`config.mk`:
```
export PLATFORM = sky130hd
export DESIGN_NAME = booth_seq_mul16
export DESIGN_NICKNAME = d
export VERILOG_FILES = /design/src/rtl/booth_seq_mul16.sv
export SDC_FILE = /design/constraint.sdc
export NUM_CORES = 1
export LEC_CHECK = 0
export ABC_CLOCK_PERIOD_IN_PS = 13800
export CAP_MARGIN = 20
export CELL_PAD_IN_SITES_DETAIL_PLACEMENT = 1
export CELL_PAD_IN_SITES_GLOBAL_PLACEMENT = 1
export CORE_MARGIN = 2
export CORE_UTILIZATION = 47
export CTS_CLUSTER_DIAMETER = 100
export DETAILED_ROUTE_END_ITERATION = 16
export HOLD_SLACK_MARGIN = 0.15
export PLACE_DENSITY_LB_ADDON = 0.15
export SYNTH_ARGS = -nofsm -noshare
export SYNTH_HDL_FRONTEND = slang
export SYNTH_SLANG_ARGS = --single-unit
export TNS_END_PERCENT = 50
```
`constraint.sdc`:
```
create_clock -name clk -period 13.8 [get_ports clk]
set_input_delay 4.14 -clock clk [delete_from_list [all_inputs] [get_ports clk]]
set_output_delay 4.14 -clock clk [all_outputs]
set_load 0.03 [all_outputs]
```
`src/rtl/booth_seq_mul16.sv`:
```
// Iterative radix-4 Booth 16x16 multiplier, one Booth group per cycle.
// Signed/unsigned operands, 32-bit product over a valid/ready handshake.
module booth_seq_mul16 #(
    parameter bit EARLY_TERM = 1'b0,
    parameter int NUM_GROUPS = 9
) (
    input  logic        clk,
    input  logic        rst,
    input  logic        in_valid,
    output logic        in_ready,
    input  logic [15:0] in_a,
    input  logic [15:0] in_b,
    input  logic        in_a_signed,
    input  logic        in_b_signed,
    input  logic        flush,
    output logic        out_valid,
    input  logic        out_ready,
    output logic [31:0] out_prod,
    output logic        busy
);

    typedef enum logic [1:0] {IDLE, RUN, DONE} state_t;

    state_t      state_q, state_d;
    logic [16:0] a_q, a_d;
    logic [18:0] b_q, b_d;
    logic [33:0] acc_q, acc_d;
    logic [3:0]  idx_q, idx_d;
    logic [31:0] prod_q, prod_d;

    logic        p2, p1, p0;
    logic        neg, one, two, ext;
    logic [17:0] g, pp_mag;
    logic [33:0] pp_sh, inj, acc_nx;
    logic [4:0]  sh;
    logic        last;
    logic        a_ext, b_ext;

    assign in_ready  = (state_q == IDLE);
    assign out_valid = (state_q == DONE);
    assign busy      = (state_q != IDLE);
    assign out_prod  = prod_q;

    assign a_ext = in_a_signed & in_a[15];
    assign b_ext = in_b_signed & in_b[15];

    // b_q shifts right by two each group, so the current triplet is always b_q[2:0]
    assign {p2, p1, p0} = b_q[2:0];

    always_comb begin
        neg    = p2 & ~(p1 & p0);
        one    = p1 ^ p0;
        two    = (p2 & ~p1 & ~p0) | (~p2 & p1 & p0);
        g      = one ? {a_q[16], a_q} : (two ? {a_q, 1'b0} : 18'd0);
        pp_mag = g ^ {18{neg}};
        ext    = pp_mag[17];
        sh     = {idx_q, 1'b0};
        pp_sh  = {{16{ext}}, pp_mag} << sh;
        inj    = 34'(neg) << sh;
        acc_nx = acc_q + pp_sh + inj;
        // Remaining digits are all zero once the upper multiplier bits are uniform
        last   = (idx_q == 4'(NUM_GROUPS - 1)) ||
                 (EARLY_TERM && (b_q[18:2] == {17{b_q[2]}}));
    end

    always_comb begin
        state_d = state_q;
        a_d     = a_q;
        b_d     = b_q;
        acc_d   = acc_q;
        idx_d   = idx_q;
        prod_d  = prod_q;
        if (flush) begin
            state_d = IDLE;
            acc_d   = '0;
            idx_d   = '0;
        end else begin
            unique case (state_q)
                IDLE: begin
                    if (in_valid) begin
                        state_d = RUN;
                        a_d     = {a_ext, in_a};
                        b_d     = {b_ext, b_ext, in_b, 1'b0};
                        acc_d   = '0;
                        idx_d   = '0;
                    end
                end
                RUN: begin
                    acc_d = acc_nx;
                    b_d   = {b_q[18], b_q[18], b_q[18:2]};
                    idx_d = idx_q + 4'd1;
                    if (last) begin
                        state_d = DONE;
                        prod_d  = acc_nx[31:0];
                        idx_d   = '0;
                    end
                end
                DONE: begin
                    if (out_ready) state_d = IDLE;
                end
                default: state_d = IDLE;
            endcase
        end
    end

    always_ff @(posedge clk) begin
        if (rst) begin
            state_q <= IDLE;
            a_q     <= '0;
            b_q     <= '0;
            acc_q   <= '0;
            idx_q   <= '0;
            prod_q  <= '0;
        end else begin
            state_q <= state_d;
            a_q     <= a_d;
            b_q     <= b_d;
            acc_q   <= acc_d;
            idx_q   <= idx_d;
            prod_q  <= prod_d;
        end
    end

    a_idx_range: assert property (@(posedge clk) disable iff (rst)
        idx_q <= 4'(NUM_GROUPS - 1));

endmodule

```
==> results.py, run 1 <==
metrics = {
    "routing": {
        "drtIter0Drc": 344,
        "drtAntennaViolNets": 0,
        "wl_per_cell_um": 18.1,
        "via_count": 7246,
        "route.detailed.drc": 0,
        "routed_via_density": 5.80,
        "drtPass1Iterations": 5,
        "routed_wirelength_um": 22600,
    },
    "placed_design": {
        "port_buffers": 73,
        "gp_congestion": 0.894,
        "hpwl_um": 16600,
        "placed_area_sq_mm": 0.00855,
        "placed_cells": 1230,
    },
    "die": {
        "rows": 46,
        "fp.dieArea_sq_mm": 0.0175,
        "die_h_um": 132,
        "start_util": 0.483,
        "core-area_sq_mm": 0.0160,
        "io_pins": 74,
        "die_x_um": 132,
    },
    "final_layout": {
        "final_cell_mix": "174 x nand2_1, 111 x nor2_1, 106 x dfxtp_1",
        "drive_above_1_share": 0.0726,
        "diodes": 0,
        "instances_no_fill": 1249,
        "fin_util": 0.557,
        "fin_nets": 1132,
        "final_common_cell": "nand2_1",
        "fin_area_sq_mm": 0.00891,
        "nFillCells": 2047,
        "area_delta_synth_final_pct": 15.3,
    },
    "timing": {
        "period_needed_ns": 6.11,
        "worstMarginPinSlew_ns": 0.979,
        "final-hold-violation-count": 0,
        "fin_worst_skew_ns": 0.00921,
        "slew_viol_final": 0,
        "tns_ns": 0,
        "rsz0062_at_grt": "no",
        "setup_violations": 0,
        "max-slew-margin-rel": 0.346,
        "period_share": 0.443,
        "fmax_mhz": 164,
        "whs_ns": 0.456,
    },
    "clocking": {
        "cts_buffers": 9,
        "clock_latency_ns": 0.37,
        "cts_hold_buf": 0,
        "cts_max_level": 3,
        "clk_pin_slew_ns": 0.08,
        "cts_sinks": 106,
        "clock_path_buffers": 2,
        "clockRootBuffer": "clkbuf_16",
        "cts_tree": "built",
        "post-cts-setup-buffers": 0,
        "cts_resized": 0,
    },
    "synth": {
        "synth_seq_area_share": 0.275,
        "synth_cell_types": 64,
        "synth-seq-cells": 106,
        "synth_edf_count": 0,
        "yosysTopAreaCell": "dfxtp_1",
        "async_reset_ff_frac": 0,
        "netlist.area_leader.share": 0.275,
        "syn-num-nets": 1101,
        "ys.flop_type": "dfxtp_1",
        "syn-cell-area_sq_mm": 0.00773,
        "syn_inst": 997,
        "avgSynthCellArea_sq_um": 7.75,
        "ys_warn_count": 0,
        "synthTopCellsByArea": "dfxtp_1 27%, nand2_1 8.5%, ha_1 7.8%, a21oi_1 6.0%, nor2_1 5.4%",
    },
    "critical_path": {
        "critPathLaunchType": "input port",
        "crit_type": "in2reg",
        "worstPathMaxFanout": 29,
        "crit_arrival_ns": 6.38,
        "worstPathRequired_ns": 14.07,
        "end_kind": "flop",
        "ff2ff_setup_slack_ns": 8.01,
    },
    "outcome": {
        "status": "completed",
    },
    "grt": {
        "grt_overflow": 0,
        "grt_pass1_wl_um": 37400,
        "track_usage": 0.264,
        "grt_pass1_vias": 7326,
        "grt_max_degree": 67,
        "antenna_found_initial": 0,
    },
    "job": {
        "drv_cap": 0,
    },
    "power": {
        "vdd_ir_drop_max_mv": 0.0619,
        "power.density_mw_per_mm2": 82.4,
        "power.leakage_uw": 0.00357,
    },
    "worst_hold_path": {
        "hold_path_class": "reg2reg",
    },
}
## layer usage
layer | wire length [um] | global-route usage | part of all wire | up-vias
li1 | - | - | - | 3561
met1 | 10600 | 0.341 | 0.47 | 3510
met2 | 10800 | 0.449 | 0.48 | 140
met3 | 656 | 0.0331 | 0.029 | 35
met4 | 626 | 0.102 | 0.028 | 0
met5 | 0 | 0 | 0 | -
## worst paths after layout
check | endpoint | cells past startpoint | startpoint
setup / recovery | acc_q[24] | 5 | flush
hold reg to reg | out_prod[25] | 2 | out_prod[25]
hold / removal | out_prod[25] | 2 | out_prod[25]
setup reg to reg | out_prod[29] | 18 | b_q[1]
## synthesized netlist by cell type (4+ instances only)
master / instances
a211oi_1: 8
a211oi_2: 4
a21o_1: 14
a21oi_1: 92
a22o_1: 7
a22oi_1: 18
a311oi_1: 19
a31oi_1: 5
and2_1: 6
and3_1: 6
buf_1: 4
buf_2: 8
clkbuf_1: 51
dfxtp_1: 106
fa_1: 17
ha_1: 48
inv_1: 38
mux2_2: 15
mux2i_1: 13
mux4_2: 7
nand2_1: 174
nand2b_1: 11
nand3_1: 19
nand4_1: 10
nor2_1: 112
nor2b_1: 6
nor3_1: 16
o2111ai_1: 4
o211ai_1: 4
o21ai_0: 28
o21bai_1: 5
o22ai_1: 4
o31ai_1: 15
or2_2: 4
or3_1: 9
xnor2_1: 40
xor2_1: 8
## power by group
group	total, uW	internal [uW]	switching, uW	leakage [uW]
Combinational	152	60.0	92.1	0.00257
Sequential	318	313	5.57	0.000859
Clock	264	128	136	0.000142
## critical path, cell delays in order
cell,delay [ns]
clkdlybuf4s50_1,0.58
or2_2,0.62
nor2_1,0.77
nand2_1,0.15
o31ai_1,0.11
## per-stage QoR
step	power, uW	worst slack, ns
final	734	7.69
after global routing	768	7.47
after CTS	736	7.47
after detailed placement	472	7.09
after global placement	469	7.22
after floorplan	427	8.29
## final cells by class
class	instances	area, sq um	share of cell area
inverters	40	150	0.0169
multi-input cells	787	5230	0.587
flip-flops and latches	106	2120	0.238
clock inverters	7	70.1	0.00787
repair buffers	84	843	0.0947
clock buffers	9	225	0.0253
well taps	216	270	0.0303
## registers in the layout, indices dropped and copies added, names as in the netlist
| register | flops |
|---|---|
| a_q | 17 |
| out_prod | 32 |
| idx_q | 4 |
| state_q | 2 |
| acc_q | 32 |
| b_q | 19 |
## logic make-up (layout without fill, tap and decap cells)
logic type / after synthesis / in the layout / share of synthesized area
xor gates and xnor gates: 49 / 49 / 0.0565
muxes: 35 / 35 / 0.0591
AOI/OAI and AO/OA: 250 / 250 / 0.215
adders and majority gates: 65 / 65 / 0.122
and+or+nand+nor: 388 / 388 / 0.221
DFF: 106 / 106 / 0.275
buffers and inverters: 104 / 140 / 0.0523
Power figures use the tool's default switching activity.
==> run 2, diff against run 1 <==
- ABC_CLOCK_PERIOD_IN_PS: 13800 -> 5050
- CORE_UTILIZATION: 47 -> 39
- clock period: 13.8 -> 5.05 ns (I/O delays scaled with it)
==> run 2 against run 1 <==
Global-route usage decreased by 1.4 points. Highest routed layer unchanged. Clock-buffer cell count did not move. Critical path depth rose by 16. Sequential share of layout area decreased by 3.1 points. Non-clock buffer count rose by 87. Critical endpoint is now acc_q[30]. Clock skew is 0.0011 ns higher. The flow now finishes with violations (setup timing).
==> results.py, run 2 (synthesis results as in run 1) <==
metrics = {
    "final_layout": {
        "final_common_cell": "nand2_1",
        "drive_above_1_share": 0.199,
        "final_cell_mix": "171 x nand2_1, 110 x nor2_1, 104 x dfxtp_1",
        "multi_input_area_sq_mm": 0.00578,
        "fin_util": 0.526,
        "nFillCells": 2324,
        "regArea_sq_mm": 0.00212,
        "fin_nets": 1219,
        "fin_area_sq_mm": 0.0102,
        "area_delta_synth_final_pct": 32.5,
        "diodes": 0,
    },
    "die": {
        "die_x_um": 145,
        "die_h_um": 145,
        "start_util": 0.397,
        "fp.dieArea_sq_mm": 0.0210,
        "io_pins": 74,
        "rows": 51,
        "core-area_sq_mm": 0.0195,
    },
    "grt": {
        "antenna_found_initial": 0,
        "grt_max_degree": 66,
        "grt_pass1_vias": 7623,
        "grt_pass1_wl_um": 40700,
        "grt_overflow": 0,
        "track_usage": 0.249,
    },
    "timing": {
        "worst_slack_ns": -0.0156,
        "setup_violations": 3,
        "rsz0062_at_grt": "yes",
        "period_needed_ns": 5.07,
        "max-slew-margin-rel": 0.369,
        "tns_ns": -0.0461,
        "slew_viol_final": 0,
        "fmax_mhz": 197,
        "period_share": 1.00,
        "final-hold-violation-count": 0,
        "worstMarginPinSlew_ns": 0.942,
        "fin_worst_skew_ns": 0.0103,
    },
    "power": {
        "vdd_ir_drop_max_mv": 0.157,
        "power.leakage_uw": 0.00411,
        "power.density_mw_per_mm2": 218,
        "total_power_uw": 2230,
    },
    "routing": {
        "wl_per_cell_um": 19.5,
        "routed_via_density": 5.56,
        "routed_wirelength_um": 27000,
        "drtPass1Iterations": 5,
        "via_count": 7701,
        "route.detailed.drc": 0,
        "drtIter0Drc": 412,
        "drtAntennaViolNets": 0,
    },
    "critical_path": {
        "end_kind": "flop",
        "r2r_cells": 21,
        "crit_arrival_ns": 5.33,
        "critPathLaunchType": "flop",
        "crit_type": "reg2reg",
        "worstPathRequired_ns": 5.31,
        "worstPathMaxFanout": 7,
    },
    "placed_design": {
        "pre_cts_ws_ns": -0.136,
        "gp_congestion": 0.909,
        "hpwl_um": 18800,
        "port_buffers": 73,
        "placed_area_sq_mm": 0.00914,
    },
    "worst_hold_path": {
        "hold_path_class": "reg2reg",
        "hold_path_depth": 2,
    },
    "clocking": {
        "cts_max_level": 3,
        "cts_sinks": 106,
        "clock_path_buffers": 2,
        "cts_tree": "built",
        "cts_hold_buf": 0,
        "clk_pin_slew_ns": 0.08,
        "clockRootBuffer": "clkbuf_16",
        "clock_latency_ns": 0.37,
        "cts_buffers": 9,
    },
    "job": {
        "drv_cap": 0,
    },
    "outcome": {
        "status": "finished, violations left",
        "failed_checks": "setup timing",
    },
}
run 2: cell count changes in the layout (fill, tap and decap cells not counted), moves of 8 or more:
| cell | delta |
|---|---|
| mux2_2 | -10 |
| a21oi_1 | -10 |
| xnor2_1 | -8 |
| o31ai_1 | -10 |
| buf_4 | +81 |
| xnor2_2 | +8 |
| o31ai_4 | +8 |
| mux2_4 | +10 |
| a21oi_2 | +9 |
run 2: worst max-delay path, cell delays in order, from the launching register on:
cell and delay [ns]:
dfxtp_2 0.35, ha_4 0.34, buf_8 0.16, mux2_4 0.34, o31ai_4 0.08, xnor2_1 0.18
mux2i_1 0.15, mux2i_1 0.27, nor2_1 0.13, o32ai_4 0.30, fa_1 0.48, ha_4 0.30
and3_4 0.20, nand4_1 0.12, a2111o_1 0.46, a31oi_4 0.21, a211oi_2 0.06, buf_4 0.16
o21a_1 0.19, buf_4 0.14, xnor2_1 0.12, a22o_1 0.20
run 2: path summary, 6_finish.rpt:
path                        to         start  slack (ns)
hold / removal    out_prod[22]  out_prod[22]        0.46
setup reg to reg     acc_q[30]        b_q[0]       -0.02
setup / recovery     acc_q[30]        b_q[0]       -0.02
hold reg to reg   out_prod[22]  out_prod[22]        0.46
run 2: what timing repair did:
item	in CTS	in global routing
setup buffers	5	15
resized for setup	15	90
endpoints found under the setup margin	10	29
pin swaps	13	46
cloned	0	1
run 2: stage by stage:
stage	hold slack (ns)	cells
final	0.456	1385
after global routing	0.474	1385
after CTS	0.458	1371
after detailed placement	0.447	1350
after global placement	0.442	1350
after floorplan	0.442	997
run 2: layout make-up:
cell class / instances / area share
Multi-Input combinational cell: 787 / 0.565
Timing Repair Buffer: 171 / 0.148
Sequential cell: 106 / 0.207
Inverter: 40 / 0.0147
Tap cell: 265 / 0.0324
Clock inverter: 7 / 0.0108
Clock buffer: 9 / 0.0220
run 2: where the power goes:
part	leakage (uW)	internal, uW	switching [uW]
clock	0.000159	445	372
combinational	0.00309	242	297
sequential	0.000860	855	17.3
total	0.00411	1540	687
run 2: routing by layer:
metal  vias to the layer above  global-route usage  wire length (um)
met4                         0              0.0812               944
met1                      3757               0.325             11800
met3                        43              0.0359               848
met2                       167               0.425             13400
li1                       3734                   -                 -
met5                         -                   0                 0
==> run 3, diff against run 2 <==
- CORE_ASPECT_RATIO: not set -> 0.75
==> run 3 against run 2 <==
The flow now finishes without violations. Maximum frequency up 2.1%. Combinational power shrank 2%. Non-clock buffer count shrank 1. Global-route usage decreased by 0.13 points. Critical path type unchanged. Critical endpoint is now acc_q[29]. Largest power group unchanged.
==> results.py, run 3 (synthesis results as in run 1) <==
metrics = {
    "outcome": {
        "status": "completed",
    },
    "clocking": {
        "clock_latency_ns": 0.37,
        "cts_sinks": 106,
        "cts_tree": "built",
        "clock_path_buffers": 2,
        "cts_max_level": 3,
        "clk_pin_slew_ns": 0.09,
        "clockRootBuffer": "clkbuf_16",
        "cts_buffers": 9,
    },
    "timing": {
        "fin_worst_skew_ns": 0.0151,
        "max-slew-margin-rel": 0.390,
        "final-hold-violation-count": 0,
        "worstMarginPinSlew_ns": 0.911,
        "worst_slack_ns": 0.0892,
        "period_needed_ns": 4.96,
        "period_share": 0.982,
        "fmax_mhz": 202,
        "whs_ns": 0.459,
        "slew_viol_final": 0,
        "setup_violations": 0,
        "rsz0062_at_grt": "yes",
    },
    "critical_path": {
        "rr_endpoint": "acc_q[29]",
        "crit_start": "b_q[1]",
        "r2r_cells": 22,
        "worstPathMaxFanout": 8,
        "cp_num_buf_inv": 3,
        "ff2ff_setup_slack_ns": 0.09,
        "path_cells": "ha_4, buf_12, mux2_2, o31ai_1, xnor2_1, mux2i_1, nand2_1, nand2_2, buf_4, o211ai_1, o31ai_2, fa_1, ha_1, and3_4, and3_1, a221o_1, nor3_2, a211oi_2, o41ai_2, buf_4, xnor2_1, a22o_1",
        "endpoint": "acc_q[29]",
        "r2r_start": "b_q[1]",
        "worstSetupPathDepth": 22,
        "crit_slowest_cell": "fa_1",
        "crit_type": "reg2reg",
        "worstPathRequired_ns": 5.32,
        "critPathLaunchType": "flop",
        "crit_arrival_ns": 5.23,
        "cp_top_family": "compound AO/OA/AOI/OAI gates",
        "max_stage_delay_ns": 0.53,
        "end_kind": "flop",
    },
    "routing": {
        "routed_wirelength_um": 26600,
        "wl_per_cell_um": 19.4,
        "drtAntennaViolNets": 0,
        "route.detailed.drc": 0,
        "via_count": 7789,
        "drtIter0Drc": 591,
        "drtPass1Iterations": 6,
        "routed_via_density": 5.68,
    },
    "final_layout": {
        "drive_above_1_share": 0.206,
        "area_delta_synth_final_pct": 31.0,
        "fin_nets": 1218,
        "final_common_cell": "nand2_1",
        "instances_no_fill": 1372,
        "nFillCells": 2293,
        "final_cell_mix": "172 x nand2_1, 110 x nor2_1, 104 x dfxtp_1",
        "fin_util": 0.523,
        "diodes": 0,
    },
    "placed_design": {
        "port_buffers": 73,
        "placed_cells": 1344,
        "pre_cts_ws_ns": -0.346,
        "hpwl_um": 19600,
        "gp_congestion": 0.949,
    },
    "die": {
        "rows": 44,
        "fp.dieArea_sq_mm": 0.0210,
        "core-area_sq_mm": 0.0194,
        "start_util": 0.399,
        "die_x_um": 167,
        "die_h_um": 126,
        "io_pins": 74,
    },
    "power": {
        "vdd_ir_drop_max_mv": 0.175,
        "total_power_uw": 2130,
        "power.density_mw_per_mm2": 210,
        "power.leakage_uw": 0.00408,
    },
    "grt": {
        "grt_max_degree": 66,
        "grt_pass1_vias": 7738,
        "antenna_found_initial": 0,
        "track_usage": 0.248,
        "grt_pass1_wl_um": 41900,
        "grt_overflow": 0,
    },
    "worst_hold_path": {
        "hold_path_class": "reg2reg",
    },
    "job": {
        "drv_cap": 0,
    },
}
-- run 3: changes by cell type in the layout (fill, tap and decap cells not counted), sizes merged --
cell / change
buf: -1
clkinvlp: -1
clkinv: +2
bufinv: -2
inv: +1
-- run 3: metal layers --
| metal | track usage | vias to the layer above | wire length [um] |
|---|---|---|---|
| met4 | 0.0543 | 0 | 395 |
| met2 | 0.393 | 185 | 12000 |
| met5 | 0 | - | 0 |
| met3 | 0.0377 | 32 | 1300 |
| met1 | 0.359 | 3832 | 13000 |
| li1 | - | 3740 | - |
-- run 3: final cells by class --
cell class / instances / area (sq um) / share of cell area
Inverter: 40 / 150 / 0.0148
Clock inverter: 7 / 70.1 / 0.00692
Multi-Input combinational cell: 787 / 5750 / 0.568
Timing Repair Buffer: 170 / 1490 / 0.147
Tap cell: 253 / 317 / 0.0313
Clock buffer: 9 / 225 / 0.0222
Sequential cell: 106 / 2120 / 0.210
-- run 3: worst min path at each step --
stage | from | endpoint | slack, ns | cells past startpoint
global route | out_prod[15] | out_prod[15] | 0.49 | 2
global placement | out_prod[9] | out_prod[9] | 0.44 | 2
floorplan | acc_q[14] | acc_q[14] | 0.44 | 1
CTS | out_prod[8] | out_prod[8] | 0.46 | 2
detailed placement | out_prod[10] | out_prod[10] | 0.45 | 2
finish | out_prod[10] | out_prod[10] | 0.46 | 2
-- run 3: through the flow --
stage	setup TNS, ns	area [sq um]
global placement	-0.313	9170
CTS	0	9540
detailed placement	-2.31	9170
global route	-0.831	10100
floorplan	0	7730
finish	0	10100
-- run 3: report_power, final --
part / internal (uW) / total, uW / switching [uW]
registers: 855 / 873 / 18.1
logic: 236 / 528 / 292
clock network: 350 / 728 / 378
total: 1440 / 2130 / 688
-- run 3: repair_timing --
action,CTS,global route
hold buffers,0,0
pin swaps,5,46
endpoints found under the hold margin,0,0
gates resized for setup,10,97
setup endpoints to repair,19,33
buffers inserted,1,13
gates cloned,0,1
-- run 3: tightest hold or removal path: cells and delay by family (launching register included) --
| kind | cells | cell delay, ns |
|---|---|---|
| simple gates | 1 | 0.05 |
| flops | 1 | 0.32 |
| compound gates | 1 | 0.05 |
